File: src/rtl/ioc_bus_sequencer_if.sv
// Requester-side handshake ports (A and B) plus the shared per-module register bus.
// The sequencer connects through the master modport; the requester/module side uses the slave modport.
interface ioc_bus_sequencer_if #(
  parameter int NUM_MODULES = 4,
  parameter int MOD_W       = 2
);
  logic                     i_a_req;
  logic                     i_a_wr;
  logic [MOD_W-1:0]         i_a_mod;
  logic [4:0]               i_a_ioc;
  logic [7:0]               i_a_wdata;
  logic                     o_a_ack;
  logic [7:0]               o_a_rdata;

  logic                     i_b_req;
  logic                     i_b_wr;
  logic [MOD_W-1:0]         i_b_mod;
  logic [4:0]               i_b_ioc;
  logic [7:0]               i_b_wdata;
  logic                     o_b_ack;
  logic [7:0]               o_b_rdata;

  logic [NUM_MODULES-1:0]   o_cs;
  logic [4:0]               o_ioc;
  logic [7:0]               o_data;
  logic                     o_fetch_cmd;
  logic                     o_load_cmd;
  logic [8*NUM_MODULES-1:0] i_rdata_bus;

  modport master (
    input  i_a_req, i_a_wr, i_a_mod, i_a_ioc, i_a_wdata,
    output o_a_ack, o_a_rdata,
    input  i_b_req, i_b_wr, i_b_mod, i_b_ioc, i_b_wdata,
    output o_b_ack, o_b_rdata,
    output o_cs, o_ioc, o_data, o_fetch_cmd, o_load_cmd,
    input  i_rdata_bus
  );

  modport slave (
    output i_a_req, i_a_wr, i_a_mod, i_a_ioc, i_a_wdata,
    input  o_a_ack, o_a_rdata,
    output i_b_req, i_b_wr, i_b_mod, i_b_ioc, i_b_wdata,
    input  o_b_ack, o_b_rdata,
    input  o_cs, o_ioc, o_data, o_fetch_cmd, o_load_cmd,
    output i_rdata_bus
  );
endinterface

File: src/rtl/ioc_bus_sequencer.sv
// Round-robin sequencer sharing the IOC register bus between requesters A and B.
// One access at a time: IDLE -> SETUP -> STROBE -> (WAIT x READ_LATENCY for reads) -> DONE.
module ioc_bus_sequencer #(
  parameter int NUM_MODULES  = 4,
  parameter int MOD_W        = 2,
  parameter int READ_LATENCY = 2
) (
  input  logic                i_sys_clk,
  input  logic                i_rst,
  ioc_bus_sequencer_if.master bus
);

  localparam int CNT_W = (READ_LATENCY > 1) ? $clog2(READ_LATENCY) : 1;

  typedef enum logic [2:0] {
    S_IDLE,
    S_SETUP,
    S_STROBE,
    S_WAIT,
    S_DONE
  } state_e;

  state_e           state_q, state_d;
  logic             grant_b_q, grant_b_d;
  logic             last_b_q, last_b_d;
  logic             wr_q, wr_d;
  logic [MOD_W-1:0] mod_q, mod_d;
  logic [4:0]       ioc_q, ioc_d;
  logic [7:0]       wdata_q, wdata_d;
  logic [CNT_W-1:0] cnt_q, cnt_d;
  logic [7:0]       a_rdata_q, a_rdata_d;
  logic [7:0]       b_rdata_q, b_rdata_d;

  logic [7:0]       sel_rdata;
  logic             pick_b;

  always_ff @(posedge i_sys_clk) begin
    if (i_rst) begin
      state_q   <= S_IDLE;
      grant_b_q <= 1'b0;
      last_b_q  <= 1'b1;
      wr_q      <= 1'b0;
      mod_q     <= '0;
      ioc_q     <= '0;
      wdata_q   <= '0;
      cnt_q     <= '0;
      a_rdata_q <= '0;
      b_rdata_q <= '0;
    end else begin
      state_q   <= state_d;
      grant_b_q <= grant_b_d;
      last_b_q  <= last_b_d;
      wr_q      <= wr_d;
      mod_q     <= mod_d;
      ioc_q     <= ioc_d;
      wdata_q   <= wdata_d;
      cnt_q     <= cnt_d;
      a_rdata_q <= a_rdata_d;
      b_rdata_q <= b_rdata_d;
    end
  end

  // Out-of-range module indices match no slice and read back as zero.
  always_comb begin
    sel_rdata = 8'h00;
    for (int k = 0; k < NUM_MODULES; k++) begin
      if (mod_q == MOD_W'(k)) sel_rdata = bus.i_rdata_bus[8*k +: 8];
    end
  end

  // B wins only when A is idle, or when both ask and A was served last.
  assign pick_b = bus.i_b_req && (!bus.i_a_req || !last_b_q);

  always_comb begin
    state_d   = state_q;
    grant_b_d = grant_b_q;
    last_b_d  = last_b_q;
    wr_d      = wr_q;
    mod_d     = mod_q;
    ioc_d     = ioc_q;
    wdata_d   = wdata_q;
    cnt_d     = cnt_q;
    a_rdata_d = a_rdata_q;
    b_rdata_d = b_rdata_q;
    case (state_q)
      S_IDLE: begin
        if (bus.i_a_req || bus.i_b_req) begin
          grant_b_d = pick_b;
          last_b_d  = pick_b;
          wr_d      = pick_b ? bus.i_b_wr    : bus.i_a_wr;
          mod_d     = pick_b ? bus.i_b_mod   : bus.i_a_mod;
          ioc_d     = pick_b ? bus.i_b_ioc   : bus.i_a_ioc;
          wdata_d   = pick_b ? bus.i_b_wdata : bus.i_a_wdata;
          state_d   = S_SETUP;
        end
      end
      S_SETUP: state_d = S_STROBE;
      S_STROBE: begin
        if (wr_q) begin
          state_d = S_DONE;
        end else begin
          state_d = S_WAIT;
          cnt_d   = CNT_W'(READ_LATENCY - 1);
        end
      end
      S_WAIT: begin
        if (cnt_q == '0) begin
          state_d = S_DONE;
          if (grant_b_q) b_rdata_d = sel_rdata;
          else           a_rdata_d = sel_rdata;
        end else begin
          cnt_d = cnt_q - CNT_W'(1);
        end
      end
      S_DONE:  state_d = S_IDLE;
      default: state_d = S_IDLE;
    endcase
  end

  always_comb begin
    bus.o_cs        = '0;
    bus.o_ioc       = '0;
    bus.o_data      = '0;
    bus.o_fetch_cmd = 1'b0;
    bus.o_load_cmd  = 1'b0;
    bus.o_a_ack     = 1'b0;
    bus.o_b_ack     = 1'b0;
    bus.o_a_rdata   = a_rdata_q;
    bus.o_b_rdata   = b_rdata_q;
    if (state_q != S_IDLE) begin
      for (int k = 0; k < NUM_MODULES; k++) begin
        bus.o_cs[k] = (mod_q == MOD_W'(k));
      end
      bus.o_ioc  = ioc_q;
      bus.o_data = wdata_q;
    end
    if (state_q == S_STROBE) begin
      bus.o_fetch_cmd = !wr_q;
      bus.o_load_cmd  = wr_q;
    end
    if (state_q == S_DONE) begin
      bus.o_a_ack = !grant_b_q;
      bus.o_b_ack = grant_b_q;
    end
  end

endmodule

File: src/flat_wrapper.sv
// flat-port wrapper written by rule: the top's interface ports become plain ports
module ioc_bus_sequencer_flat 
#(
  parameter int NUM_MODULES  = 4,
  parameter int MOD_W        = 2,
  parameter int READ_LATENCY = 2
)
  (i_sys_clk, i_rst, bus_i_a_req, bus_i_a_wr, bus_i_a_mod, bus_i_a_ioc, bus_i_a_wdata, bus_o_a_ack, bus_o_a_rdata, bus_i_b_req, bus_i_b_wr, bus_i_b_mod, bus_i_b_ioc, bus_i_b_wdata, bus_o_b_ack, bus_o_b_rdata, bus_o_cs, bus_o_ioc, bus_o_data, bus_o_fetch_cmd, bus_o_load_cmd, bus_i_rdata_bus);
  ioc_bus_sequencer_if #(.NUM_MODULES(NUM_MODULES), .MOD_W(MOD_W)) bus_i ();
  input  logic i_sys_clk;
  input  logic i_rst;
  input wire logic [$bits(bus_i.i_a_req)-1:0] bus_i_a_req;
  input wire logic [$bits(bus_i.i_a_wr)-1:0] bus_i_a_wr;
  input wire logic [$bits(bus_i.i_a_mod)-1:0] bus_i_a_mod;
  input wire logic [$bits(bus_i.i_a_ioc)-1:0] bus_i_a_ioc;
  input wire logic [$bits(bus_i.i_a_wdata)-1:0] bus_i_a_wdata;
  output wire logic [$bits(bus_i.o_a_ack)-1:0] bus_o_a_ack;
  output wire logic [$bits(bus_i.o_a_rdata)-1:0] bus_o_a_rdata;
  input wire logic [$bits(bus_i.i_b_req)-1:0] bus_i_b_req;
  input wire logic [$bits(bus_i.i_b_wr)-1:0] bus_i_b_wr;
  input wire logic [$bits(bus_i.i_b_mod)-1:0] bus_i_b_mod;
  input wire logic [$bits(bus_i.i_b_ioc)-1:0] bus_i_b_ioc;
  input wire logic [$bits(bus_i.i_b_wdata)-1:0] bus_i_b_wdata;
  output wire logic [$bits(bus_i.o_b_ack)-1:0] bus_o_b_ack;
  output wire logic [$bits(bus_i.o_b_rdata)-1:0] bus_o_b_rdata;
  output wire logic [$bits(bus_i.o_cs)-1:0] bus_o_cs;
  output wire logic [$bits(bus_i.o_ioc)-1:0] bus_o_ioc;
  output wire logic [$bits(bus_i.o_data)-1:0] bus_o_data;
  output wire logic [$bits(bus_i.o_fetch_cmd)-1:0] bus_o_fetch_cmd;
  output wire logic [$bits(bus_i.o_load_cmd)-1:0] bus_o_load_cmd;
  input wire logic [$bits(bus_i.i_rdata_bus)-1:0] bus_i_rdata_bus;
  assign bus_i.i_a_req = bus_i_a_req;
  assign bus_i.i_a_wr = bus_i_a_wr;
  assign bus_i.i_a_mod = bus_i_a_mod;
  assign bus_i.i_a_ioc = bus_i_a_ioc;
  assign bus_i.i_a_wdata = bus_i_a_wdata;
  assign bus_o_a_ack = bus_i.o_a_ack;
  assign bus_o_a_rdata = bus_i.o_a_rdata;
  assign bus_i.i_b_req = bus_i_b_req;
  assign bus_i.i_b_wr = bus_i_b_wr;
  assign bus_i.i_b_mod = bus_i_b_mod;
  assign bus_i.i_b_ioc = bus_i_b_ioc;
  assign bus_i.i_b_wdata = bus_i_b_wdata;
  assign bus_o_b_ack = bus_i.o_b_ack;
  assign bus_o_b_rdata = bus_i.o_b_rdata;
  assign bus_o_cs = bus_i.o_cs;
  assign bus_o_ioc = bus_i.o_ioc;
  assign bus_o_data = bus_i.o_data;
  assign bus_o_fetch_cmd = bus_i.o_fetch_cmd;
  assign bus_o_load_cmd = bus_i.o_load_cmd;
  assign bus_i.i_rdata_bus = bus_i_rdata_bus;
  ioc_bus_sequencer #(.NUM_MODULES(NUM_MODULES), .MOD_W(MOD_W), .READ_LATENCY(READ_LATENCY)) u_core (.i_sys_clk(i_sys_clk), .i_rst(i_rst), .bus(bus_i));
endmodule
File: config.mk
export PLATFORM = sky130hd
export DESIGN_NAME = ioc_bus_sequencer_flat
export DESIGN_NICKNAME = d
export VERILOG_FILES = /design/src/rtl/ioc_bus_sequencer_if.sv /design/src/rtl/ioc_bus_sequencer.sv /design/src/flat_wrapper.sv
export SDC_FILE = /design/constraint.sdc
export NUM_CORES = 1
export LEC_CHECK = 0
export CAP_MARGIN = 20
export CORE_UTILIZATION = 30
export CTS_CLUSTER_SIZE = 30
export DETAILED_ROUTE_END_ITERATION = 12
export PLACE_DENSITY = 0.65
export RECOVER_POWER = 25
export SLEW_MARGIN = 20
export SYNTH_ARGS = -nofsm -noshare
export SYNTH_HDL_FRONTEND = slang
export SYNTH_SLANG_ARGS = --single-unit
File: constraint.sdc
create_clock -name i_sys_clk -period 4.4 [get_ports i_sys_clk]
set_input_delay 0.66 -clock i_sys_clk [delete_from_list [all_inputs] [get_ports i_sys_clk]]
set_output_delay 0.66 -clock i_sys_clk [all_outputs]
set_load 0.05 [all_outputs]
==> qor.yml <==
timing:
  holdWs_ns: 0.472
  fmax_mhz: 309
  final_max_slew_viol_count: 0
  skew_ns: 0.00396
  fin_crit_ns: 3.23
  rsz0062_at_grt: "false"
  hold_violations: 0
  setup_viol: 0
  worst_slew_pin_slew_ns: 1.25
  maxSlewHeadroom_pct: 16.3
  finalCritPeriodShare_pct: 73.5
  setup_ws_ns: 1.17
  finalSetupTns_ns: 0
logic_synthesis:
  async_flop_share_pct: 0
  ys_warn_count: 0
  netlist_area_sq_um: 1870
  synth_edf_count: 0
  syn-num-nets: 248
  synth_ff_type: "dfxtp_1"
  synth_seq_cells: 38
  synth.avg_cell_area_sq_um: 10.4
  synth.area.top_cells: "dfxtp_1 41%, mux4_2 9.6%, a22o_1 7.5%"
  synth_top_area_share_pct: 40.6
  synth_cell_type_count: 33
  yosys.area.top_type: "dfxtp_1"
  netlist_instances: 180
  yosysSeqAreaShare_pct: 40.6
clock_tree:
  cts_buffers: 5
  h-tree-depth: 2
  clock_latency_ns: 0.28
  post-cts-setup-buffers: 0
  ctsResizeCount: 0
  cts_max_path_buffers: 2
  clock-root-buffer: "clkbuf_8"
  cts_tree: "yes"
  cts_sinks: 38
  ctsHoldBuffers: 0
  clk_pin_slew_ns: 0.07
place:
  place_hpwl_mm: 4.11
  place_congestion: 0.684
  portBuffers: 104
  pre_cts_ws_ns: 1.43
final_layout:
  layout.nets: 344
  syn2layout_area_growth_pct: 63.0
  fin_util_pct: 51.2
  final_layout_size_suffix_gt1_share_pct: 10.5
  insertedDiodeCount: 0
pwr:
  ir_worst_vdd_mv: 0.299
  power_density_nw_per_um2: 463
  p_total_uw: 1410
  power.leakage_uw: 0.00110
critical_path:
  end_kind: "output pin"
  slowest_delay_ns: 0.71
  cp-start-kind: "register"
  worst_path_dominant_cell_family: "buffers and inverters"
  critPathSlowestCell: "nor3_4"
  worstPathRequired_ns: 3.74
  rrSetupSlack_ns: 2.11
  rr_worst_depth: 4
  cp.arrival_ns: 2.57
  critPathBufInv: 2
  cp-startpoint: "u_core.state_q[0]"
  crit_type: "reg -> out"
  r2r-end: "u_core.ioc_q[4]"
  r2r_start: "u_core.state_q[0]"
  crit_chain: "nor3_4 > buf_4 > nor2_1 > clkdlybuf4s50_1"
  crit_fanout: 19
min_path:
  min_from: "u_core.ioc_q[3]"
  min_to: "u_core.ioc_q[3]"
  worst_hold_path.num_cells: 2
  worst_hold_path_type: "reg -> reg"
global_route:
  grt_max_degree: 26
  antenna_found_initial: 0
  grt_overflow: 0
  grt_pass1_vias: 1718
  grt_first_pass_wirelength_mm: 8.49
  grt_usage_pct: 17.2
floorplanning:
  rows: 28
  die_area_sq_um: 6560
  start_util_pct: 31.4
  core_region_area_sq_um: 5960
  die_y_um: 81.0
  pin_count: 105
  fp.dieW_um: 81.0
route:
  drcViolationCount: 0
  vias: 1842
  firstDrtPassIters: 4
  viasPerCell: 5.25
  wl_mm: 5.57
  drtAntennaViolNets: 0
  dr.first_iter.drc_count: 63
  detail_route.wl_per_cell_um: 15.9
flow_run:
  maxCapViolCount: 0
outcome:
  outcome: "completed"
cell usage after synthesis (2+ instances only):
cell type,n
o32ai_1,16
mux4_2,8
nor3_1,10
a22o_1,16
a221oi_2,9
a221oi_1,7
inv_1,19
nand2_1,2
buf_2,7
nor2_1,15
dfxtp_1,38
clkbuf_1,8
a21oi_1,5
placed cells by master, fill, tap and decap left out, types with 2 or more instances in the layout:
cell type / count
a221oi_1: 7
clkbuf_8: 6
dfxtp_1: 38
a221oi_2: 9
inv_1: 19
a22o_1: 16
dlygate4sd3_1: 14
o32ai_1: 16
mux4_2: 8
a21oi_1: 5
clkdlybuf4s50_1: 90
nor3_1: 10
nor2_1: 15
nand2_1: 2
where the power goes:
part	switching, uW	leakage (uW)	internal (uW)
clock	117	0.0000573	181
combinational	381	0.000732	263
sequential	64.8	0.000312	404
total	563	0.00110	849
area by class of cell:
class                           count  area, sq um
Timing Repair Buffer              105         1050
Clock inverter                      1         30.0
Multi-Input combinational cell    107          963
Sequential cell                    38          761
Clock buffer                        6         82.6
Tap cell                           75         93.8
Inverter                           19         71.3
Fill cell                         575         2910
flip-flops by register name, summed over array words and instances, names as in the netlist:
name                  count
u_core.bus.o_b_rdata      8
u_core.grant_b_q          1
u_core.bus.o_a_rdata      8
u_core.ioc_q              5
u_core.mod_q              2
u_core.state_q            3
u_core.last_b_q           1
u_core.wr_q               1
u_core.wdata_q            8
u_core.cnt_q              1
tightest hold or removal path: stages (launching register included):
cell and delay (ns):
dfxtp_1 0.30, inv_1 0.07, a221oi_2 0.06
stage by stage:
stage          area (sq um)  instances
3_5_place_dp           2940        344
2_1_floorplan          1870        180
5_1_grt                3050        351
4_1_cts                3050        351
3_3_place_gp           2940        344
6_report               3050        351
cells by family (layout without fill, tap and decap cells):
kind of cell           Yosys count  in the layout  share of synthesized area (%)
AOI/OAI and AO/OA               62             62                           30.9
buffers and inverters           35            131                           7.89
DFF                             38             38                           40.6
muxes                            8              8                           9.63
and+or+nand+nor                 37             37                           11.0
how the worst max path moves through the flow:
stage          cells after the start                 endpoint  slack (ns)
3_5_place_dp                       3  u_core.bus.o_b_rdata[0]        1.43
2_1_floorplan                      2          bus_o_fetch_cmd        1.40
4_1_cts                            4             bus_o_ioc[1]        1.15
3_3_place_gp                       3  u_core.bus.o_b_rdata[6]        1.44
6_report                           4             bus_o_ioc[0]        1.17
5_1_grt                            4            bus_o_data[4]        0.97
metal layers:
layer / vias up / GRT usage [%] / wire, um
li1: 901 / - / -
met3: 8 / 4.16 / 332
met5: - / 0 / 0
met4: 0 / 7.32 / 100
met1: 879 / 22.3 / 2460
met2: 54 / 27.1 / 2680
Note: power is estimated with default switching activity, not from simulation.
